$ cat config.mk
export PLATFORM = sky130hd
export DESIGN_NAME = string_assembler_flat
export DESIGN_NICKNAME = d
export VERILOG_FILES = /design/src/rtl/string_assembler_pkg.sv /design/src/rtl/string_assembler_if.sv /design/src/rtl/string_assembler.sv /design/src/flat_wrapper.sv
export SDC_FILE = /design/constraint.sdc
export NUM_CORES = 1
export LEC_CHECK = 0
export CORE_ASPECT_RATIO = 0.5
export CORE_MARGIN = 4
export CORE_UTILIZATION = 40
export CTS_BUF_LIST = sky130_fd_sc_hd__clkbuf_4
export CTS_CLUSTER_SIZE = 20
export DETAILED_ROUTE_END_ITERATION = 16
export PLACE_DENSITY = 0.68
export SLEW_MARGIN = 5
export SYNTH_ARGS = -nofsm -noshare
export SYNTH_HDL_FRONTEND = slang
export SYNTH_SLANG_ARGS = --single-unit
export TNS_END_PERCENT = 100
$ cat constraint.sdc
create_clock -name clk -period 3.8 [get_ports clk]
set_clock_uncertainty 0.05 [all_clocks]
set_input_delay 0.95 -clock clk [delete_from_list [all_inputs] [get_ports clk]]
set_output_delay 0.95 -clock clk [all_outputs]
set_load 0.05 [all_outputs]
$ cat src/rtl/string_assembler_pkg.sv
// Shared definitions for the byte-serial string assembler: character geometry,
// the NUL terminator, FSM state encoding and the lane-select decode.
package string_assembler_pkg;

  localparam int CHAR_W    = 8;
  localparam int MAX_CHARS = 8;
  localparam int STR_W     = CHAR_W * MAX_CHARS;
  localparam int FILL_W    = $clog2(MAX_CHARS + 1);

  localparam logic [CHAR_W-1:0] NUL      = '0;
  localparam logic [FILL_W-1:0] LAST_IDX = FILL_W'(MAX_CHARS - 1);

  typedef enum logic {
    S_FILL = 1'b0,
    S_HOLD = 1'b1
  } state_t;

  // One-hot lane select from the current fill position.
  function automatic logic [MAX_CHARS-1:0] lane_onehot(input logic [FILL_W-1:0] idx);
    logic [MAX_CHARS-1:0] oh;
    oh = '0;
    for (int k = 0; k < MAX_CHARS; k++) begin
      oh[k] = (idx == FILL_W'(k));
    end
    return oh;
  endfunction

endpackage

$ cat src/rtl/string_assembler_if.sv
// Character-in / string-out handshake bundle for the string assembler.
// master: the upstream/downstream environment; slave: the assembler itself.
interface string_assembler_if;
  import string_assembler_pkg::*;

  logic [CHAR_W-1:0] char_in;
  logic              char_valid;
  logic              char_ready;
  logic [STR_W-1:0]  string_out;
  logic              string_valid;
  logic              string_ready;
  logic [FILL_W-1:0] fill_count;
  logic              no_null;

  modport master (
    output char_in, char_valid, string_ready,
    input  char_ready, string_out, string_valid, fill_count, no_null
  );

  modport slave (
    input  char_in, char_valid, string_ready,
    output char_ready, string_out, string_valid, fill_count, no_null
  );

endinterface

$ cat src/rtl/string_assembler.sv
// Packs one character per cycle into a 64-bit string (first char in the low byte),
// closing on NUL or on the 8th character, then holds the string until accepted.
// Unfilled lanes stay zero so a downstream length finder sees the right length.
module string_assembler
  import string_assembler_pkg::*;
(
  input  logic           clk,
  input  logic           rst,
  string_assembler_if.slave bus
);

  state_t               state_q;
  state_t               state_d;
  logic [STR_W-1:0]     string_q;
  logic [FILL_W-1:0]    fill_q;
  logic                 no_null_q;

  logic                 accept;
  logic                 is_nul;
  logic                 is_last;
  logic                 retire;
  logic [MAX_CHARS-1:0] lane_we;

  // Handshake qualifiers; char_ready depends on state only.
  assign accept  = (state_q == S_FILL) && bus.char_valid;
  assign is_nul  = (bus.char_in == NUL);
  assign is_last = (fill_q == LAST_IDX);
  assign retire  = (state_q == S_HOLD) && bus.string_ready;
  assign lane_we = lane_onehot(fill_q) & {MAX_CHARS{accept && !is_nul}};

  // State register.
  always_ff @(posedge clk or posedge rst) begin
    if (rst) state_q <= S_FILL;
    else     state_q <= state_d;
  end

  // Next-state: close on NUL or on the final lane, reopen when the string is taken.
  always_comb begin
    state_d = state_q;
    case (state_q)
      S_FILL: if (accept && (is_nul || is_last)) state_d = S_HOLD;
      S_HOLD: if (bus.string_ready)              state_d = S_FILL;
      default:                                   state_d = S_FILL;
    endcase
  end

  // Output decode of the state register.
  always_comb begin
    bus.char_ready   = (state_q == S_FILL);
    bus.string_valid = (state_q == S_HOLD);
  end

  // String lanes: write the addressed lane, clear everything when the string retires.
  always_ff @(posedge clk or posedge rst) begin
    if (rst) begin
      string_q <= '0;
    end else if (retire) begin
      string_q <= '0;
    end else begin
      for (int k = 0; k < MAX_CHARS; k++) begin
        if (lane_we[k]) string_q[k*CHAR_W +: CHAR_W] <= bus.char_in;
      end
    end
  end

  // Fill count and no-NUL flag; a NUL terminator is not counted.
  always_ff @(posedge clk or posedge rst) begin
    if (rst) begin
      fill_q    <= '0;
      no_null_q <= 1'b0;
    end else if (retire) begin
      fill_q    <= '0;
      no_null_q <= 1'b0;
    end else if (accept && !is_nul) begin
      fill_q    <= fill_q + FILL_W'(1);
      no_null_q <= is_last;
    end
  end

  assign bus.string_out = string_q;
  assign bus.fill_count = fill_q;
  assign bus.no_null    = no_null_q;

endmodule

$ cat src/flat_wrapper.sv
// flat-port wrapper written by rule: the top's interface ports become plain ports
module string_assembler_flat import string_assembler_pkg::*;
  (clk, rst, bus_char_in, bus_char_valid, bus_string_ready, bus_char_ready, bus_string_out, bus_string_valid, bus_fill_count, bus_no_null);
  string_assembler_if bus_i ();
  input  logic clk;
  input  logic rst;
  input wire logic [$bits(bus_i.char_in)-1:0] bus_char_in;
  input wire logic [$bits(bus_i.char_valid)-1:0] bus_char_valid;
  input wire logic [$bits(bus_i.string_ready)-1:0] bus_string_ready;
  output wire logic [$bits(bus_i.char_ready)-1:0] bus_char_ready;
  output wire logic [$bits(bus_i.string_out)-1:0] bus_string_out;
  output wire logic [$bits(bus_i.string_valid)-1:0] bus_string_valid;
  output wire logic [$bits(bus_i.fill_count)-1:0] bus_fill_count;
  output wire logic [$bits(bus_i.no_null)-1:0] bus_no_null;
  assign bus_i.char_in = bus_char_in;
  assign bus_i.char_valid = bus_char_valid;
  assign bus_i.string_ready = bus_string_ready;
  assign bus_char_ready = bus_i.char_ready;
  assign bus_string_out = bus_i.string_out;
  assign bus_string_valid = bus_i.string_valid;
  assign bus_fill_count = bus_i.fill_count;
  assign bus_no_null = bus_i.no_null;
  string_assembler u_core (.clk(clk), .rst(rst), .bus(bus_i));
endmodule
==> results of run 1 <==
-- cell usage after synthesis --
master | n | area (um2)
nand4b_1 | 1 | 8.76
clkbuf_1 | 7 | 26.3
a211oi_1 | 2 | 15.0
dfrtp_1 | 70 | 1750
nand2_1 | 78 | 293
a21o_1 | 1 | 7.51
mux2i_1 | 68 | 681
o211ai_4 | 1 | 21.3
buf_2 | 2 | 10.0
o21ai_0 | 1 | 5.00
buf_4 | 3 | 22.5
buf_6 | 2 | 22.5
nand2b_1 | 1 | 6.26
inv_1 | 7 | 26.3
and4bb_2 | 1 | 12.5
buf_1 | 1 | 3.75
o211ai_1 | 1 | 7.51
nand4bb_1 | 2 | 22.5
nor4_2 | 2 | 25.0
o22ai_1 | 1 | 6.26
ha_1 | 4 | 50.1
a211o_1 | 2 | 17.5
clkbuf_8 | 1 | 13.8
o211a_1 | 2 | 20.0
a21oi_1 | 1 | 5.00
o32a_2 | 1 | 11.3
a211oi_2 | 2 | 25.0
or4_1 | 2 | 15.0
nor4bb_1 | 1 | 10.0
-- worst paths after layout --
check,to,cells past startpoint,slack [ps]
min reg2reg,u_core.bus.string_out[6]$_DFFE_PP0P_,2,480
max in group asynchronous,u_core.bus.string_out[6]$_DFFE_PP0P_,3,2090
max reg2reg,u_core.bus.string_out[11]$_DFFE_PP0P_,5,1640
max,bus_fill_count[2],1,1000
min in group asynchronous,u_core.bus.fill_count[1]$_DFFE_PP0P_,2,950
min,u_core.bus.string_out[6]$_DFFE_PP0P_,2,480
-- cell type report --
type	count	area [um2]	share of cell area (%)
clock inverters	6	110	2.61
repair buffers	85	856	20.3
multi-input cells	175	1270	30.1
clock buffers	9	67.6	1.60
flip-flops and latches	70	1750	41.6
inverters	7	26.3	0.624
well taps	108	135	3.21
-- sequential cells by signal (all words and copies together) (netlist names) --
register / count
u_core.bus.fill_count: 4
u_core.bus.string_valid: 1
u_core.bus.string_out: 64
u_core.bus.no_null: 1
-- routing by layer --
layer  GRT usage, %  routed length [um]  vias to the layer above
li1               -                   -                     1068
met1           21.8                3570                     1149
met2           29.2                3800                       45
met3           4.69                 297                       10
met4           4.90                 102                        0
met5              0                   0                        -
-- metrics by stage --
stage               cells  worst slack [ps]  instance area [um2]  hold slack (ps)  power, mW
floorplan             268              1030                 3140              706       2.92
global placement      445               845                 4040              464       3.70
detailed placement    445               761                 4040              466       3.74
CTS                   460               967                 4210              483       4.34
global route          460               913                 4210              509       4.51
finish                460               996                 4210              482       4.30
-- cells by family after synthesis --
group / synth area share [%]
fa+ha+maj: 1.59
mux: 21.7
flops: 55.8
simple gates: 12.5
buf+inv: 3.98
compound gates: 4.50
-- where the power goes --
group / switching [mW] / internal (mW) / leakage [nW] / total [mW]
Sequential: 0.220 / 1.06 / 0.898 / 1.28
Combinational: 1.63 / 0.796 / 1.06 / 2.43
Clock: 0.261 / 0.330 / 0.0901 / 0.591
==> load_flow_metrics.sql, run 1 <==
INSERT INTO impl_metrics (metric_group, metric, value, unit) VALUES
('cts', 'cts-root-to-sink-buffers', '2', ''),
('cells_and_area', 'fraction_of_layout_cells_with_a_size_suffix_above_1', '7.39', '%'),
('critical_path', 'crit_type', 'flop to output port', ''),
('critical_path', 'crit_path_start', 'u_core.bus.fill_count[2]$_DFFE_PP0P_', ''),
('critical_path', 'worst_setup_path_start_kind', 'flop', ''),
('critical_path', 'critical-path-max-stage-delay', '880', 'ps'),
('critical_path', 'timing.critical_path.to_type', 'output port', ''),
('route', 'route.antenna.remaining_nets', '0', ''),
('global_routing', 'grt_pass1_wl', '12.6', 'mm'),
('critical_path', 'timing.critical_path.max_delay_family', 'buffers and inverters', ''),
('timing', 'clock.fmax', '357', 'MHz'),
('critical_path', 'crit_slowest_cell', 'clkdlybuf4s50_1', ''),
('cts', 'worst_skew_pair.late_latency', '390', 'ps'),
('cts', 'cts.repair_timing.setup_buffer_count', '0', ''),
('critical_path', 'required_time_at_the_worst_slack_endpoint', '2800', 'ps'),
('floorplanning', 'ioPinCount', '83', ''),
('global_routing', 'grt_max_degree', '63', ''),
('power_and_ir_drop', 'power_per_standard_cell_area', '1020', 'nW/um2'),
('timing', 'worst_slew_pin_slew', '1000', 'ps'),
('cells_and_area', 'most-common-layout-cells', 'clkdlybuf4s50_1, nand2_1, dfrtp_1', ''),
('job', 'cap_violations', '0', ''),
('yosys', 'share_of_the_yosys_chip_area_belonging_to_registers', '55.8', '%'),
('route', 'postRouteWirelength', '7.77', 'mm'),
('cts', 'cts.hold.buffers_added', '0', ''),
('global_routing', 'grt_pass1_vias', '2392', ''),
('min_path', 'min_from', 'u_core.bus.string_out[6]$_DFFE_PP0P_', ''),
('timing', 'fin_crit_sh', '73.8', '%'),
('route', 'post_drt_via_cell_ratio', '4.94', ''),
('power_and_ir_drop', 'cellLeakagePower', '2.05', 'nW'),
('yosys', 'postSynthAreaPerCell', '11.7', 'um2'),
('cts', 'clock_sink_count', '70', ''),
('cts', 'clkTransAtPathRegs', '110', 'ps'),
('floorplanning', 'initial_core_util', '42.0', '%'),
('timing', 'final_max_slew_viol_count', '0', ''),
('cells_and_area', 'antenna_cells', '0', ''),
('floorplanning', 'die_width', '133', 'um'),
('cells_and_area', 'layout.filler_cells', '635', ''),
('critical_path', 'timing.critical_path.fanout_max', '8', ''),
('yosys', 'synth.cell_area', '3140', 'um2'),
('cts', 'cts_tree', 'yes', ''),
('cells_and_area', 'layout_commonest_cell', 'clkdlybuf4s50_1', ''),
('floorplanning', 'core_area', '7490', 'um2'),
('global_routing', 'number_of_antenna_violations_at_the_first_check_in_global_routing', '0', ''),
('placed_design', 'finalWeightedCongestion', '0.829', ''),
('critical_path', 'r2r_start', 'u_core.bus.fill_count[1]$_DFFE_PP0P_', ''),
('cts', 'htreeDepth', '3', ''),
('floorplanning', 'die_area', '9420', 'um2'),
('timing', 'unrepaired_setup_endpoints_after_global_routing', 'no', ''),
('timing', 'max_slew_margin', '33.1', '%'),
('timing', 'setup_total_negative_slack', '0', 'ps'),
('power_and_ir_drop', 'ir_drop', '0.470', 'mV'),
('yosys', 'synth.net_count', '284', ''),
('critical_path', 'path_cells', 'clkdlybuf4s50_1', ''),
('cells_and_area', 'syn_to_final_growth', '34.1', '%'),
('cells_and_area', 'final_util', '56.3', '%'),
('timing', 'finalHoldViolations', '0', ''),
('route', 'post-route-drc-count', '0', ''),
('yosys', 'gate_count_post_synth', '268', ''),
('global_routing', 'grt-ovfl-total', '0', ''),
('timing', 'fin_crit_period', '2800', 'ps'),
('route', 'route.vias.total', '2272', ''),
('route', 'dr.first_iter.drc_count', '160', ''),
('floorplanning', 'chipHeight', '70.7', 'um'),
('cts', 'post_cts_resized', '0', ''),
('route', 'route.detailed.wl_per_inst', '16.9', 'um'),
('yosys', 'yosys_register_bits', '70', ''),
('floorplanning', 'num_rows', '22', ''),
('yosys', 'synth.distinct_cells', '29', ''),
('placed_design', 'detailedPlacementHpwl', '5.53', 'mm'),
('critical_path', 'critPathBufInv', '1', ''),
('critical_path', 'crit_arrival', '1800', 'ps'),
('route', 'detail_route.first_pass.iterations', '4', ''),
('min_path', 'worstHoldPathType', 'flop to flop', ''),
('global_routing', 'track_usage', '17.1', '%'),
('yosys', 'ys_warn_count', '0', ''),
('timing', 'final-setup-viol-count', '0', ''),
('cts', 'clock-root-buffer', 'clkbuf_4', ''),
('cells_and_area', 'layout.nets', '364', ''),
('placed_design', 'placement.io_buffers', '82', ''),
('status', 'status', 'finished, final reports clean', ''),
('cts', 'cts_inserted_buffers', '9', '');
Note: power is estimated with default switching activity, not from simulation.
==> inputs of run 2 (changes only) <==
--- a/config.mk
+++ b/config.mk
@@ -11,7 +11,7 @@
 export CTS_BUF_LIST = sky130_fd_sc_hd__clkbuf_4
 export CTS_CLUSTER_SIZE = 20
 export DETAILED_ROUTE_END_ITERATION = 16
-export PLACE_DENSITY = 0.68
+export PLACE_DENSITY = 0.71
 export SLEW_MARGIN = 5
 export SYNTH_ARGS = -nofsm -noshare
 export SYNTH_HDL_FRONTEND = slang
==> constraint.sdc (replaced) <==
create_clock -name clk -period 2.3 [get_ports clk]
set_clock_uncertainty 0.05 [all_clocks]
set_input_delay 0.575 -clock clk [delete_from_list [all_inputs] [get_ports clk]]
set_output_delay 0.575 -clock clk [all_outputs]
set_load 0.05 [all_outputs]
==> load_flow_metrics.sql, run 2 (synthesized netlist as in run 1, its figures left out) <==
INSERT INTO impl_metrics (metric_group, metric, value, unit) VALUES
('status', 'status', 'finished, final reports clean', ''),
('power_and_ir_drop', 'share_seq_of_total_power', '29.4', '%'),
('timing', 'final-setup-viol-count', '0', ''),
('cts', 'htreeDepth', '3', ''),
('power_and_ir_drop', 'ir_drop', '0.728', 'mV'),
('critical_path', 'required_time_at_the_worst_slack_endpoint', '1670', 'ps'),
('power_and_ir_drop', 'power_per_standard_cell_area', '1600', 'nW/um2'),
('critical_path', 'timing.critical_path.max_delay_family', 'buffers and inverters', ''),
('placed_design', 'finalWeightedCongestion', '0.782', ''),
('route', 'postRouteWirelength', '8.28', 'mm'),
('floorplanning', 'die_area', '9420', 'um2'),
('timing', 'clock.fmax', '446', 'MHz'),
('placed_design', 'placement.io_buffers', '82', ''),
('placed_design', 'pre_cts_slack', '-260', 'ps'),
('cts', 'cts-root-to-sink-buffers', '2', ''),
('cts', 'worst_skew_pair.late_latency', '420', 'ps'),
('floorplanning', 'ioPinCount', '83', ''),
('critical_path', 'timing.critical_path.fanout_max', '2', ''),
('floorplanning', 'num_rows', '22', ''),
('placed_design', 'detailed_place.area', '4220', 'um2'),
('job', 'cap_violations', '0', ''),
('global_routing', 'number_of_antenna_violations_at_the_first_check_in_global_routing', '0', ''),
('global_routing', 'track_usage', '18.2', '%'),
('critical_path', 'critical-path-max-stage-delay', '810', 'ps'),
('cells_and_area', 'most-common-layout-cells', 'nand2_1, dfrtp_1, mux2i_1', ''),
('cells_and_area', 'layout.filler_cells', '615', ''),
('floorplanning', 'die_width', '133', 'um'),
('power_and_ir_drop', 'p_sw_share', '50.3', '%'),
('timing', 'fin_crit_period', '2240', 'ps'),
('critical_path', 'worst_setup_path_start_kind', 'flop', ''),
('cells_and_area', 'fin_cells', '480', ''),
('timing', 'worst_slew_pin_slew', '927', 'ps'),
('cells_and_area', 'layout_commonest_cell', 'nand2_1', ''),
('power_and_ir_drop', 'p_comb_share', '57.6', '%'),
('cells_and_area', 'multiInputGateArea', '1270', 'um2'),
('route', 'route.vias.total', '2399', ''),
('cts', 'cts_tree', 'yes', ''),
('route', 'post-route-drc-count', '0', ''),
('critical_path', 'critPathBufInv', '1', ''),
('placed_design', 'placedCellCount', '464', ''),
('critical_path', 'crit_arrival', '1620', 'ps'),
('cells_and_area', 'fraction_of_layout_cells_with_a_size_suffix_above_1', '14.2', '%'),
('power_and_ir_drop', 'cell_internal_pwr', '3.58', 'mW'),
('critical_path', 'crit_slowest_cell', 'clkdlybuf4s50_1', ''),
('route', 'post_drt_via_cell_ratio', '5.00', ''),
('timing', 'final_max_slew_viol_count', '0', ''),
('timing', 'finalWorstSetupSlack', '59.1', 'ps'),
('timing', 'setup_total_negative_slack', '0', 'ps'),
('timing', 'fin_crit_sh', '97.4', '%'),
('route', 'route.antenna.remaining_nets', '0', ''),
('timing', 'max_slew_margin', '38.1', '%'),
('cts', 'clock-root-buffer', 'clkbuf_4', ''),
('cts', 'clkTransAtPathRegs', '140', 'ps'),
('power_and_ir_drop', 'p_switching', '3.62', 'mW'),
('cts', 'cts.hold.buffers_added', '0', ''),
('cells_and_area', 'layout.nets', '383', ''),
('cells_and_area', 'design_area', '4500', 'um2'),
('floorplanning', 'initial_core_util', '42.0', '%'),
('critical_path', 'crit_type', 'flop to output port', ''),
('cts', 'clock_sink_count', '70', ''),
('floorplanning', 'chipHeight', '70.7', 'um'),
('route', 'detail_route.first_pass.iterations', '4', ''),
('global_routing', 'grt_max_degree', '71', ''),
('global_routing', 'grt_pass1_wl', '13.3', 'mm'),
('critical_path', 'path_cells', 'clkdlybuf4s50_1', ''),
('global_routing', 'grt_pass1_vias', '2403', ''),
('power_and_ir_drop', 'clockPowerShare', '13.0', '%'),
('critical_path', 'timing.critical_path.to_type', 'output port', ''),
('route', 'route.detailed.wl_per_inst', '17.3', 'um'),
('power_and_ir_drop', 'cellLeakagePower', '2.81', 'nW'),
('cells_and_area', 'antenna_cells', '0', ''),
('timing', 'final.hold.worst_slack', '477', 'ps'),
('cts', 'cts_inserted_buffers', '9', ''),
('cells_and_area', 'ff_latch_area', '1750', 'um2'),
('cells_and_area', 'largest_register_ffs', '64', ''),
('route', 'dr.first_iter.drc_count', '214', ''),
('global_routing', 'grt-ovfl-total', '0', ''),
('min_path', 'worstHoldPathType', 'flop to flop', ''),
('cells_and_area', 'syn_to_final_growth', '43.2', '%'),
('floorplanning', 'core_area', '7490', 'um2'),
('placed_design', 'detailedPlacementHpwl', '5.82', 'mm'),
('timing', 'finalHoldViolations', '0', '');
==> run 2: area by class of cell <==
class	instances	area share, %
sequential	70	38.9
multi-input combinational	175	28.2
timing repair buffer	104	25.5
tap	108	3.00
clock inverter	6	2.09
clock buffer	10	1.67
inverter	7	0.667
==> run 2: final timing paths <==
| check | startpoint | end | slack [ps] | cells past startpoint |
|---|---|---|---|---|
| max | u_core.bus.string_out[35]$_DFFE_PP0P_ | bus_string_out[35] | 60 | 1 |
| min | u_core.bus.string_out[12]$_DFFE_PP0P_ | u_core.bus.string_out[12]$_DFFE_PP0P_ | 480 | 2 |
| max reg2reg | u_core.bus.fill_count[0]$_DFFE_PP0P_ | u_core.bus.string_out[3]$_DFFE_PP0P_ | 160 | 5 |
| min reg2reg | u_core.bus.string_out[12]$_DFFE_PP0P_ | u_core.bus.string_out[12]$_DFFE_PP0P_ | 480 | 2 |
| max in group asynchronous | rst | u_core.bus.string_out[33]$_DFFE_PP0P_ | 1370 | 3 |
| min in group asynchronous | rst | u_core.bus.string_out[18]$_DFFE_PP0P_ | 510 | 3 |
==> run 2: metrics by stage <==
step | power, mW | utilization (%)
2_1_floorplan | 4.82 | -
3_3_place_gp | 6.27 | 56.3
3_5_place_dp | 6.37 | 56.3
4_1_cts | 7.30 | 58.6
5_1_grt | 7.56 | 60.1
6_report | 7.20 | 60.1
==> run 2: routing by layer <==
layer	vias to the layer above	share of wire (%)	global-route usage [%]
li1	1119	-	-
met1	1203	45	23.0
met2	64	49	30.3
met3	13	5.2	5.75
met4	0	1.3	5.70
met5	-	0	0
==> run 2: timing repair <==
action | 4_1_cts | 5_1_grt
hold endpoints to repair | 0 | 0
setup endpoints to repair | 1 | 46
setup buffers | 0 | 0
gates resized for setup | 1 | 46
==> run 2: power by group through the flow <==
| stage | registers (mW) | clock network, mW | logic, mW |
|---|---|---|---|
| final | 2.12 | 0.936 | 4.14 |
| after global routing | 2.19 | 1.01 | 4.36 |
| after CTS | 2.14 | 0.952 | 4.21 |
| after detailed placement | 2.16 | 0 | 4.20 |
| after global placement | 2.14 | 0 | 4.13 |
| after floorplan | 3.88 | 0 | 0.946 |
